[src/rtl/node_reduce_tree_pkg.sv]
// Shared types and constants for the node result reduction tree.
package node_reduce_tree_pkg;

  // Operation selector opcodes
  localparam int unsigned OP_UPDATE       = 0;
  localparam int unsigned OP_LOOKUP_SCAN  = 1;
  localparam int unsigned OP_LOOKUP_FINAL = 2;
  localparam int unsigned OP_ENCODE       = 3;
  localparam int unsigned OP_DELETE       = 4;
  localparam int unsigned OP_CONGRUE_UP   = 5;
  localparam int unsigned OP_CONGRUE_DOWN = 6;
  localparam int unsigned OP_MARK_AVAIL   = 7;

  // Field widths of one per-node result tuple
  localparam int unsigned RES_VALUE_W   = 8;
  localparam int unsigned RES_CONTEXT_W = 8;
  localparam int unsigned RES_IDX_W     = 3;

  // One node result travelling through the tree
  typedef struct packed {
    logic [RES_VALUE_W-1:0]   value;
    logic [RES_CONTEXT_W-1:0] ctx;
    logic                     hit;
    logic                     done;
    logic [RES_IDX_W-1:0]     index;
  } node_result_t;

endpackage

[src/rtl/node_pair_select.sv]
// Combinational pair rule: merges a left (lower index) and right result.
module node_pair_select
  import node_reduce_tree_pkg::*;
#(
  parameter int unsigned SEL_W = 8
) (
  input  logic [SEL_W-1:0] sel,
  input  node_result_t     left,
  input  node_result_t     right,
  output node_result_t     res_c
);

  logic pick_left;

  // Winner choice; contexts only matter when both sides hit, ties go right
  always_comb begin
    pick_left = 1'b0;
    if (left.hit && right.hit) begin
      if (sel == SEL_W'(OP_LOOKUP_SCAN)) begin
        pick_left = (left.ctx > right.ctx);
      end else if (sel == SEL_W'(OP_CONGRUE_UP)) begin
        pick_left = (left.ctx < right.ctx);
      end else begin
        pick_left = 1'b1;
      end
    end else begin
      pick_left = left.hit;
    end
    res_c      = pick_left ? left : right;
    res_c.hit  = left.hit | right.hit;
    res_c.done = left.done & right.done;
  end

endmodule

[src/rtl/node_reduce_tree.sv]
// Pipelined reduction of NUM_NODES node results into one winner per operation.
// Optional hit counter enabled by defining NODE_REDUCE_HITCOUNT_EN.
module node_reduce_tree
  import node_reduce_tree_pkg::*;
#(
  parameter  int unsigned NUM_NODES = 8,
  parameter  int unsigned VALUE_W   = 8,
  parameter  int unsigned CONTEXT_W = 8,
  parameter  int unsigned SEL_W     = 8,
  localparam int unsigned IDX_W     = $clog2(NUM_NODES)
) (
  input  logic                        clk,
  input  logic                        rst_n,
  input  logic                        in_valid,
  input  logic [SEL_W-1:0]            in_selector,
  input  logic [NUM_NODES*VALUE_W-1:0]   in_value,
  input  logic [NUM_NODES*CONTEXT_W-1:0] in_context,
  input  logic [NUM_NODES-1:0]        in_bool,
  input  logic [NUM_NODES-1:0]        in_done,
  output logic                        out_valid,
  output logic [SEL_W-1:0]            out_selector,
  output logic [VALUE_W-1:0]          out_value,
  output logic [CONTEXT_W-1:0]        out_context,
  output logic                        out_bool,
  output logic                        out_done,
  output logic [IDX_W-1:0]            out_index,
  output logic [IDX_W:0]              out_hit_count
);

  localparam int unsigned LEVELS = IDX_W;
  localparam int unsigned CNT_W  = IDX_W + 1;

  // The shared result struct fixes the field widths
  if (VALUE_W != RES_VALUE_W || CONTEXT_W != RES_CONTEXT_W || IDX_W != RES_IDX_W) begin : g_width_check
    $error("node_reduce_tree: widths must match node_reduce_tree_pkg");
  end

  // Heap layout: node 1 is the root, children of n are 2n (left) and 2n+1
  node_result_t     leaf   [NUM_NODES];
  node_result_t     node_d [1:NUM_NODES-1];
  node_result_t     node_q [1:NUM_NODES-1];
  logic [SEL_W-1:0] sel_q  [1:LEVELS];
  logic [SEL_W-1:0] sel_src[LEVELS];
  logic             valid_q[1:LEVELS];

`ifdef NODE_REDUCE_HITCOUNT_EN
  logic [CNT_W-1:0] cnt_d [1:NUM_NODES-1];
  logic [CNT_W-1:0] cnt_q [1:NUM_NODES-1];
`endif

  // Leaf tuples with their constant index
  for (genvar i = 0; i < NUM_NODES; i++) begin : g_leaf
    assign leaf[i] = '{value: in_value[i*VALUE_W +: VALUE_W],
                       ctx:   in_context[i*CONTEXT_W +: CONTEXT_W],
                       hit:   in_bool[i],
                       done:  in_done[i],
                       index: RES_IDX_W'(i)};
  end

  // Selector feeding stage s+1 is the one carried alongside its inputs
  assign sel_src[0] = in_selector;
  for (genvar s = 1; s < LEVELS; s++) begin : g_sel_src
    assign sel_src[s] = sel_q[s];
  end

  // Combine tree: depth d of the heap is pipeline stage LEVELS-d
  for (genvar d = 0; d < LEVELS; d++) begin : g_depth
    localparam int unsigned STAGE = LEVELS - d;
    for (genvar n = (1 << d); n < (2 << d); n++) begin : g_node
      node_result_t l;
      node_result_t r;
      if (STAGE == 1) begin : g_from_leaf
        assign l = leaf[2*n - NUM_NODES];
        assign r = leaf[2*n + 1 - NUM_NODES];
`ifdef NODE_REDUCE_HITCOUNT_EN
        assign cnt_d[n] = CNT_W'(l.hit) + CNT_W'(r.hit);
`endif
      end else begin : g_from_node
        assign l = node_q[2*n];
        assign r = node_q[2*n + 1];
`ifdef NODE_REDUCE_HITCOUNT_EN
        assign cnt_d[n] = cnt_q[2*n] + cnt_q[2*n + 1];
`endif
      end
      node_pair_select #(.SEL_W(SEL_W)) u_pair (
        .sel   (sel_src[STAGE-1]),
        .left  (l),
        .right (r),
        .res_c (node_d[n])
      );
    end
  end

  // Stage data registers load every cycle; valid qualifies them
  always_ff @(posedge clk or negedge rst_n) begin
    if (!rst_n) begin
      for (int i = 1; i < NUM_NODES; i++) node_q[i] <= '0;
    end else begin
      for (int i = 1; i < NUM_NODES; i++) node_q[i] <= node_d[i];
    end
  end

  // Valid and selector shift alongside the data
  always_ff @(posedge clk or negedge rst_n) begin
    if (!rst_n) begin
      for (int s = 1; s <= LEVELS; s++) begin
        sel_q[s]   <= '0;
        valid_q[s] <= 1'b0;
      end
    end else begin
      sel_q[1]   <= in_selector;
      valid_q[1] <= in_valid;
      for (int s = 2; s <= LEVELS; s++) begin
        sel_q[s]   <= sel_q[s-1];
        valid_q[s] <= valid_q[s-1];
      end
    end
  end

`ifdef NODE_REDUCE_HITCOUNT_EN
  // Partial hit counts per tree node
  always_ff @(posedge clk or negedge rst_n) begin
    if (!rst_n) begin
      for (int i = 1; i < NUM_NODES; i++) cnt_q[i] <= '0;
    end else begin
      for (int i = 1; i < NUM_NODES; i++) cnt_q[i] <= cnt_d[i];
    end
  end
  assign out_hit_count = cnt_q[1];
`else
  assign out_hit_count = '0;
`endif

  assign out_valid    = valid_q[LEVELS];
  assign out_selector = sel_q[LEVELS];
  assign out_value    = VALUE_W'(node_q[1].value);
  assign out_context  = CONTEXT_W'(node_q[1].ctx);
  assign out_bool     = node_q[1].hit;
  assign out_done     = node_q[1].done;
  assign out_index    = IDX_W'(node_q[1].index);

endmodule

[config.mk]
export PLATFORM = sky130hd
export DESIGN_NAME = node_reduce_tree
export DESIGN_NICKNAME = d
export VERILOG_FILES = /design/src/rtl/node_reduce_tree_pkg.sv /design/src/rtl/node_pair_select.sv /design/src/rtl/node_reduce_tree.sv
export SDC_FILE = /design/constraint.sdc
export NUM_CORES = 1
export LEC_CHECK = 0
export CAP_MARGIN = 20
export CORE_UTILIZATION = 23
export DETAILED_ROUTE_END_ITERATION = 12
export PLACE_DENSITY = 0.51
export REMOVE_ABC_BUFFERS = 1
export SLEW_MARGIN = 20
export SYNTH_ARGS = -nofsm -noshare
export SYNTH_HDL_FRONTEND = slang
export SYNTH_SLANG_ARGS = --single-unit
[constraint.sdc]
create_clock -name clk -period 3.3 [get_ports clk]
set_input_delay 0.33 -clock clk [delete_from_list [all_inputs] [get_ports clk]]
set_output_delay 0.33 -clock clk [all_outputs]
set_load 0.02 [all_outputs]
==> results.tsv, run 1 <==
stage	metric	value	unit
grt	grt_first_pass_wirelength	27700	um
floorplanning	die_x	183	um
sta	worst_clock_skew	0.0108	ns
cts	htree_levels	4	
drt	dr.first_iter.drc_count	176	
drt	vias	4647	
synthesis	yosysTopAreaCellShare	0.549	
sta	relSlewSlack	0.565	
synthesis	synth_cell_type_count	32	
setup_path	cp-start-kind	register	
layout	nNetsFinal	962	
cts	cts_tree	done	
power_and_ir_drop	p_per_area	496	mW/mm2
synthesis	syn_avg_cell_area	13.8	um2
sta	setup_violations	0	
synthesis	yosysMostFrequentCell	dfrtp_1	
grt	antenna_found_initial	5	
layout	synthToLayoutAreaGrowth	38.4	%
synthesis	synth_edf_count	0	
grt	grt_pass1_vias	4824	
sta	maxSlewViolCount	0	
floorplanning	die-area	0.0336	mm2
sta	hold_viol_final	0	
layout	fill_cells	3259	
synthesis	synthFlopType	dfrtp_1	
setup_path	critical_path_required	3.60	ns
floorplanning	io_pins	189	
grt	grt_max_degree	68	
synthesis	synth_common_cells	dfrtp_1 (166), mux2_2 (79), inv_1 (63), ha_1 (56), mux2_4 (36)	
cts	cts_root_buf	clkbuf_16	
drt	vias_per_cell	3.86	
setup_path	cp_slowest_stage_delay	0.43	ns
synthesis	synth-seq-area-share	0.549	
synthesis	ys_ff_latch	166	
synthesis	ys.warnings.count	0	
drt	drc	0	
placed_design	place_congestion	0.753	
sta	rsz0062_at_grt	no	
setup_path	reg2reg_depth	9	
flow_run	maxCapViolCount	0	
floorplanning	die-height	183	um
power_and_ir_drop	p_leak	0.00461	uW
setup_path	cp_slowest_cell	or3b_1	
synthesis	syn_area	0.00757	mm2
sta	layout_min_cycle_time	2.60	ns
sta	worst_pin_slew	0.653	ns
setup_path	crit_type	reg2reg	
setup_path	worstPathArrival	2.90	ns
sta	finalSetupTns	0	ns
grt	track_usage	0.114	
placed_design	portBuffers	184	
floorplanning	rows	66	
drt	dr.pass1.iters	4	
hold_path	hold_path.class	reg2reg	
setup_path	endpoint_kind	register	
setup_path	crit_fanout	18	
cts	clock_tree.buffer_depth	2	
drt	wirelength	18600	um
synthesis	syn-instance-count	548	
synthesis	synth.top_cells.by_area	dfrtp_1 (55%), mux2_2 (12%), ha_1 (9.3%), mux2_4 (7.1%), inv_1 (3.1%)	
power_and_ir_drop	ir_drop	330	uV
cts	numClockSinks	166	
grt	grt_overflow	0	
cts	cts_buffers	17	
placed_design	place_inst	1173	
placed_design	hpwl	14300	um
floorplanning	start_util	0.233	
layout	drive_above_1_share	0.226	
cts	ctsResizeCount	0	
synthesis	postSynth.asyncResetShare	1.00	
setup_path	crit_chain	inv_1 -> ha_1 -> nor2b_1 -> o211ai_1 -> a21oi_1 -> or3b_1 -> a41oi_4 -> buf_4 -> mux2_2	
cts	post_cts_buffers	0	
layout	seq_area	0.00415	mm2
sta	max_freq	385	MHz
floorplanning	core	0.0325	mm2
drt	routedWlPerCell	15.4	um
drt	ant_nets	0	
layout	multi_input_area	0.00300	mm2
setup_path	r2r_slack	0.70	ns
hold_path	hold_depth	0	
cts	clk_pin_slew	0.06	ns
run_status	status	finished clean	
synthesis	synth_top_cell_by_area	dfrtp_1	
cts	clk_latency	0.42	ns
layout	layout.cells.non_filler	1205	
sta	fin_crit_sh	0.787	
## layout make-up
class,count,share of cell area
Tap cell,442,0.0528
Sequential cell,166,0.397
Inverter,63,0.0226
Clock buffer,18,0.0419
Antenna cell,1,0.000239
Timing Repair Buffer,197,0.187
Multi-Input combinational cell,306,0.287
Clock inverter,12,0.0125
## power breakdown
part	switching, uW	leakage, uW	internal, uW	total (uW)
clock	815	0.000270	1130	1940
combinational	426	0.00240	539	966
sequential	69.6	0.00194	2220	2290
## routing by layer
metal,vias to the layer above,wire length (um),GRT usage
li1,2299,-,-
met1,2240,7550,0.129
met2,83,9900,0.203
met3,19,851,0.0341
met4,6,276,0.0420
met5,-,39,0
## per-stage QoR
step	hold slack [ns]	total power [uW]	area (um2)	utilization	worst slack, ns
floorplan	0.0344	2790	7390	-	0.870
global placement	0.334	3300	9890	0.305	0.472
detailed placement	0.344	3310	9890	0.305	0.474
CTS	0.337	5290	10500	0.323	0.669
global route	0.341	5440	10500	0.323	0.571
finish	0.350	5190	10500	0.323	0.703
## cells by family (layout without fill, tap and decap cells)
logic type,after synthesis,count (layout),synth area share
flip-flops,166,166,0.549
multiplexers,116,116,0.190
buffers and inverters,79,290,0.0562
AND/OR/NAND/NOR,70,70,0.0577
AO/OA/AOI/OAI,59,59,0.0534
adder cells (fa/ha/maj),56,56,0.0926
other,2,6,0.000992
## cell usage in the layout (no fill, tap or decap), types with 3 or more instances in the layout
cell type / count
nand2_1: 7
and2_1: 8
clkinvlp_4: 4
nand4_1: 14
mux2_4: 36
buf_4: 11
clkdlybuf4s50_1: 183
o21ai_0: 8
nor2b_1: 9
clkinv_2: 3
inv_1: 63
ha_1: 56
o311ai_1: 4
conb_1: 5
a21oi_1: 27
dfrtp_1: 166
o211ai_1: 7
clkbuf_16: 17
o21a_1: 8
nor2_1: 15
or2_2: 7
mux2_2: 79
## critical path: cells and delay by family, from the launching register on
| kind | cells | cell delay (ns) |
|---|---|---|
| buf+inv | 2 | 0.38 |
| flops | 1 | 0.36 |
| mux | 1 | 0.39 |
| simple gates | 2 | 0.56 |
| compound gates | 3 | 0.50 |
| fa+ha+maj | 1 | 0.28 |
## sequential cells by signal (all words and copies together), names as in the netlist
register and count:
sel_q 16, out_value 8, out_index 3, g_depth.g_node.r 60, out_bool 1, valid_q 2, g_depth.g_node.l 58, out_valid 1
out_selector 8, out_context 8, out_done 1
## final timing paths
check / from / endpoint
worst min register to register: valid_q[2] / valid_q[1]
worst max-delay path: g_depth[1].g_node[3].r[6] / g_depth[0].g_node[1].r[10]
min in group asynchronous: rst_n / g_depth[1].g_node[3].r[3]
max in group asynchronous: rst_n / g_depth[1].g_node[2].l[18]
worst max register to register: g_depth[1].g_node[3].r[6] / g_depth[0].g_node[1].r[10]
worst min-delay path: valid_q[2] / valid_q[1]
## timing repair
action / in CTS / in global routing
hold endpoints to repair: 64 / 0
hold buffers: 1 / 0
endpoints found under the setup margin: 0 / 0
Power figures use the tool's default switching activity.
==> inputs of run 2 (changes only) <==
==> constraint.sdc (replaced) <==
create_clock -name clk -period 2.7 [get_ports clk]
set_input_delay 0.27 -clock clk [delete_from_list [all_inputs] [get_ports clk]]
set_output_delay 0.27 -clock clk [all_outputs]
set_load 0.02 [all_outputs]
==> run 2 against run 1 <==
  * Global-route usage barely moved
  * Register-to-register slack got worse by 0.52 ns
  * Critical path type unchanged
  * Utilization rose by 0.53 points
  * Critical endpoint is now g_depth[0].g_node[1].l[16]
  * Cell area rose by 1.6%
  * Maximum frequency rose by 3.0%
  * Wire length rose by 0.64%
  * Largest power group unchanged
==> results.tsv, run 2 (same netlist as run 1, synthesis figures left out) <==
stage	metric	value	unit
placed_design	hpwl	14600	um
grt	use_met2	0.202	
grt	antenna_found_initial	1	
drt	dr.pass1.iters	4	
placed_design	post_dp_cell_area	0.0100	mm2
placed_design	place_inst	1178	
drt	vias_per_cell	3.85	
grt	top_usage_layer	met2	
drt	wirelength	18700	um
layout	layout_common_cells	clkdlybuf4s50_1 (183), dfrtp_1 (166), mux2_2 (79), inv_1 (63), ha_1 (56)	
power_and_ir_drop	p_leak	0.00468	uW
floorplanning	io_pins	189	
cts	cts_root_buf	clkbuf_16	
setup_path	crit_type	reg2reg	
setup_path	critical_path_required	3.01	ns
drt	routedWlPerCell	15.5	um
sta	fin_crit_sh	0.934	
layout	synthToLayoutAreaGrowth	40.6	%
setup_path	crit_fanout	18	
power_and_ir_drop	power	6480	uW
sta	layout_min_cycle_time	2.52	ns
drt	vias	4664	
grt	track_usage	0.115	
setup_path	worstPathArrival	2.83	ns
grt	grt_max_degree	72	
drt	ant_nets	0	
floorplanning	core	0.0325	mm2
grt	grt_overflow	0	
layout	largest_reg_flops	60	
cts	clk_pin_slew	0.07	ns
grt	grtUsageMet3	0.0254	
cts	post_cts_buffers	0	
drt	drc	0	
placed_design	place_congestion	0.758	
layout	n_antenna_cell	0	
sta	max_freq	397	MHz
layout	nNetsFinal	967	
floorplanning	start_util	0.233	
sta	setup_violations	0	
floorplanning	die-height	183	um
layout	layout_commonest_cell	clkdlybuf4s50_1	
cts	cts_hold_buf	1	
run_status	status	finished clean	
layout	layout.cells.non_filler	1211	
hold_path	hold_path.class	in2reg	
cts	cts_tree	done	
sta	relSlewSlack	0.529	
cts	numClockSinks	166	
sta	rsz0062_at_grt	no	
sta	worst_pin_slew	0.707	ns
sta	finalSetupTns	0	ns
power_and_ir_drop	ir_drop	443	uV
setup_path	cp-start-kind	register	
floorplanning	die_x	183	um
cts	htree_levels	4	
cts	cts_buffers	17	
layout	finalInstanceArea	0.0106	mm2
drt	dr.first_iter.drc_count	206	
cts	clk_latency	0.43	ns
placed_design	portBuffers	184	
layout	drive_above_1_share	0.231	
cts	ctsResizeCount	0	
power_and_ir_drop	p_per_area	608	mW/mm2
floorplanning	rows	66	
sta	worst_clock_skew	0.0109	ns
setup_path	endpoint_kind	register	
sta	hold_viol_final	0	
grt	grt_pass1_vias	4852	
cts	clock_tree.buffer_depth	2	
flow_run	maxCapViolCount	0	
floorplanning	die-area	0.0336	mm2
grt	use_met1	0.138	
grt	grt_first_pass_wirelength	28200	um
sta	maxSlewViolCount	0	
run 2: metal layers:
metal,up-vias,share of wire
li1,2302,-
met1,2272,0.43
met2,73,0.53
met3,15,0.031
met4,2,0.014
met5,-,0.00064
run 2: worst max-delay path, stage by stage, from the launching register on:
cell and delay (ns):
dfrtp_1 0.36, inv_1 0.05, ha_1 0.29, nor2b_1 0.13, o211ai_1 0.17, a21oi_1 0.12, or3b_1 0.43, a41oi_4 0.26
buf_12 0.21, mux2_2 0.37
run 2: layout make-up:
type | count | area [um2]
tap | 442 | 553
timing repair buffer | 202 | 2110
fill | 3247 | 21800
inverter | 63 | 236
sequential | 166 | 4150
multi-input combinational | 306 | 3000
clock inverter | 14 | 165
clock buffer | 18 | 429
run 2: power by group:
group | switching, uW | total (uW) | internal [uW]
Sequential | 83.1 | 2790 | 2710
Combinational | 534 | 1220 | 689
Clock | 1080 | 2470 | 1390
run 2: final timing paths:
kind	start	to	slack [ns]	cells past startpoint
min in group asynchronous	rst_n	g_depth[1].g_node[2].r[3]	0.43	2
worst max register to register	g_depth[1].g_node[2].r[6]	g_depth[0].g_node[1].l[16]	0.18	9
worst max-delay path	g_depth[1].g_node[2].r[6]	g_depth[0].g_node[1].l[16]	0.18	9
max in group asynchronous	rst_n	g_depth[1].g_node[3].r[10]	1.60	3
worst min-delay path	in_valid	valid_q[2]	0.30	1
worst min register to register	valid_q[1]	out_valid	0.35	0
run 2: through the flow:
step | utilization | setup slack [ns] | hold slack [ns]
after CTS | 0.328 | 0.161 | 0.285
after detailed placement | 0.309 | 0.0568 | 0.342
after floorplan | - | 0.270 | -0.0256
after global routing | 0.328 | 0.0134 | 0.295
final | 0.328 | 0.179 | 0.296
after global placement | 0.309 | 0.0800 | 0.333
==> inputs of run 3 (changes only) <==
--- a/config.mk
+++ b/config.mk
@@ -10,6 +10,7 @@
 export DETAILED_ROUTE_END_ITERATION = 12
 export PLACE_DENSITY = 0.51
 export REMOVE_ABC_BUFFERS = 1
+export SKIP_CTS_REPAIR_TIMING = 1
 export SLEW_MARGIN = 20
 export SYNTH_ARGS = -nofsm -noshare
 export SYNTH_HDL_FRONTEND = slang
==> results of run 3 <==
Final layout, timing and power as in run 2 (identical DEF).
Main changes from that run: wire length of the first global-routing pass 28200 um -> 28100 um; via count of the first global-routing pass 4852 -> 4849
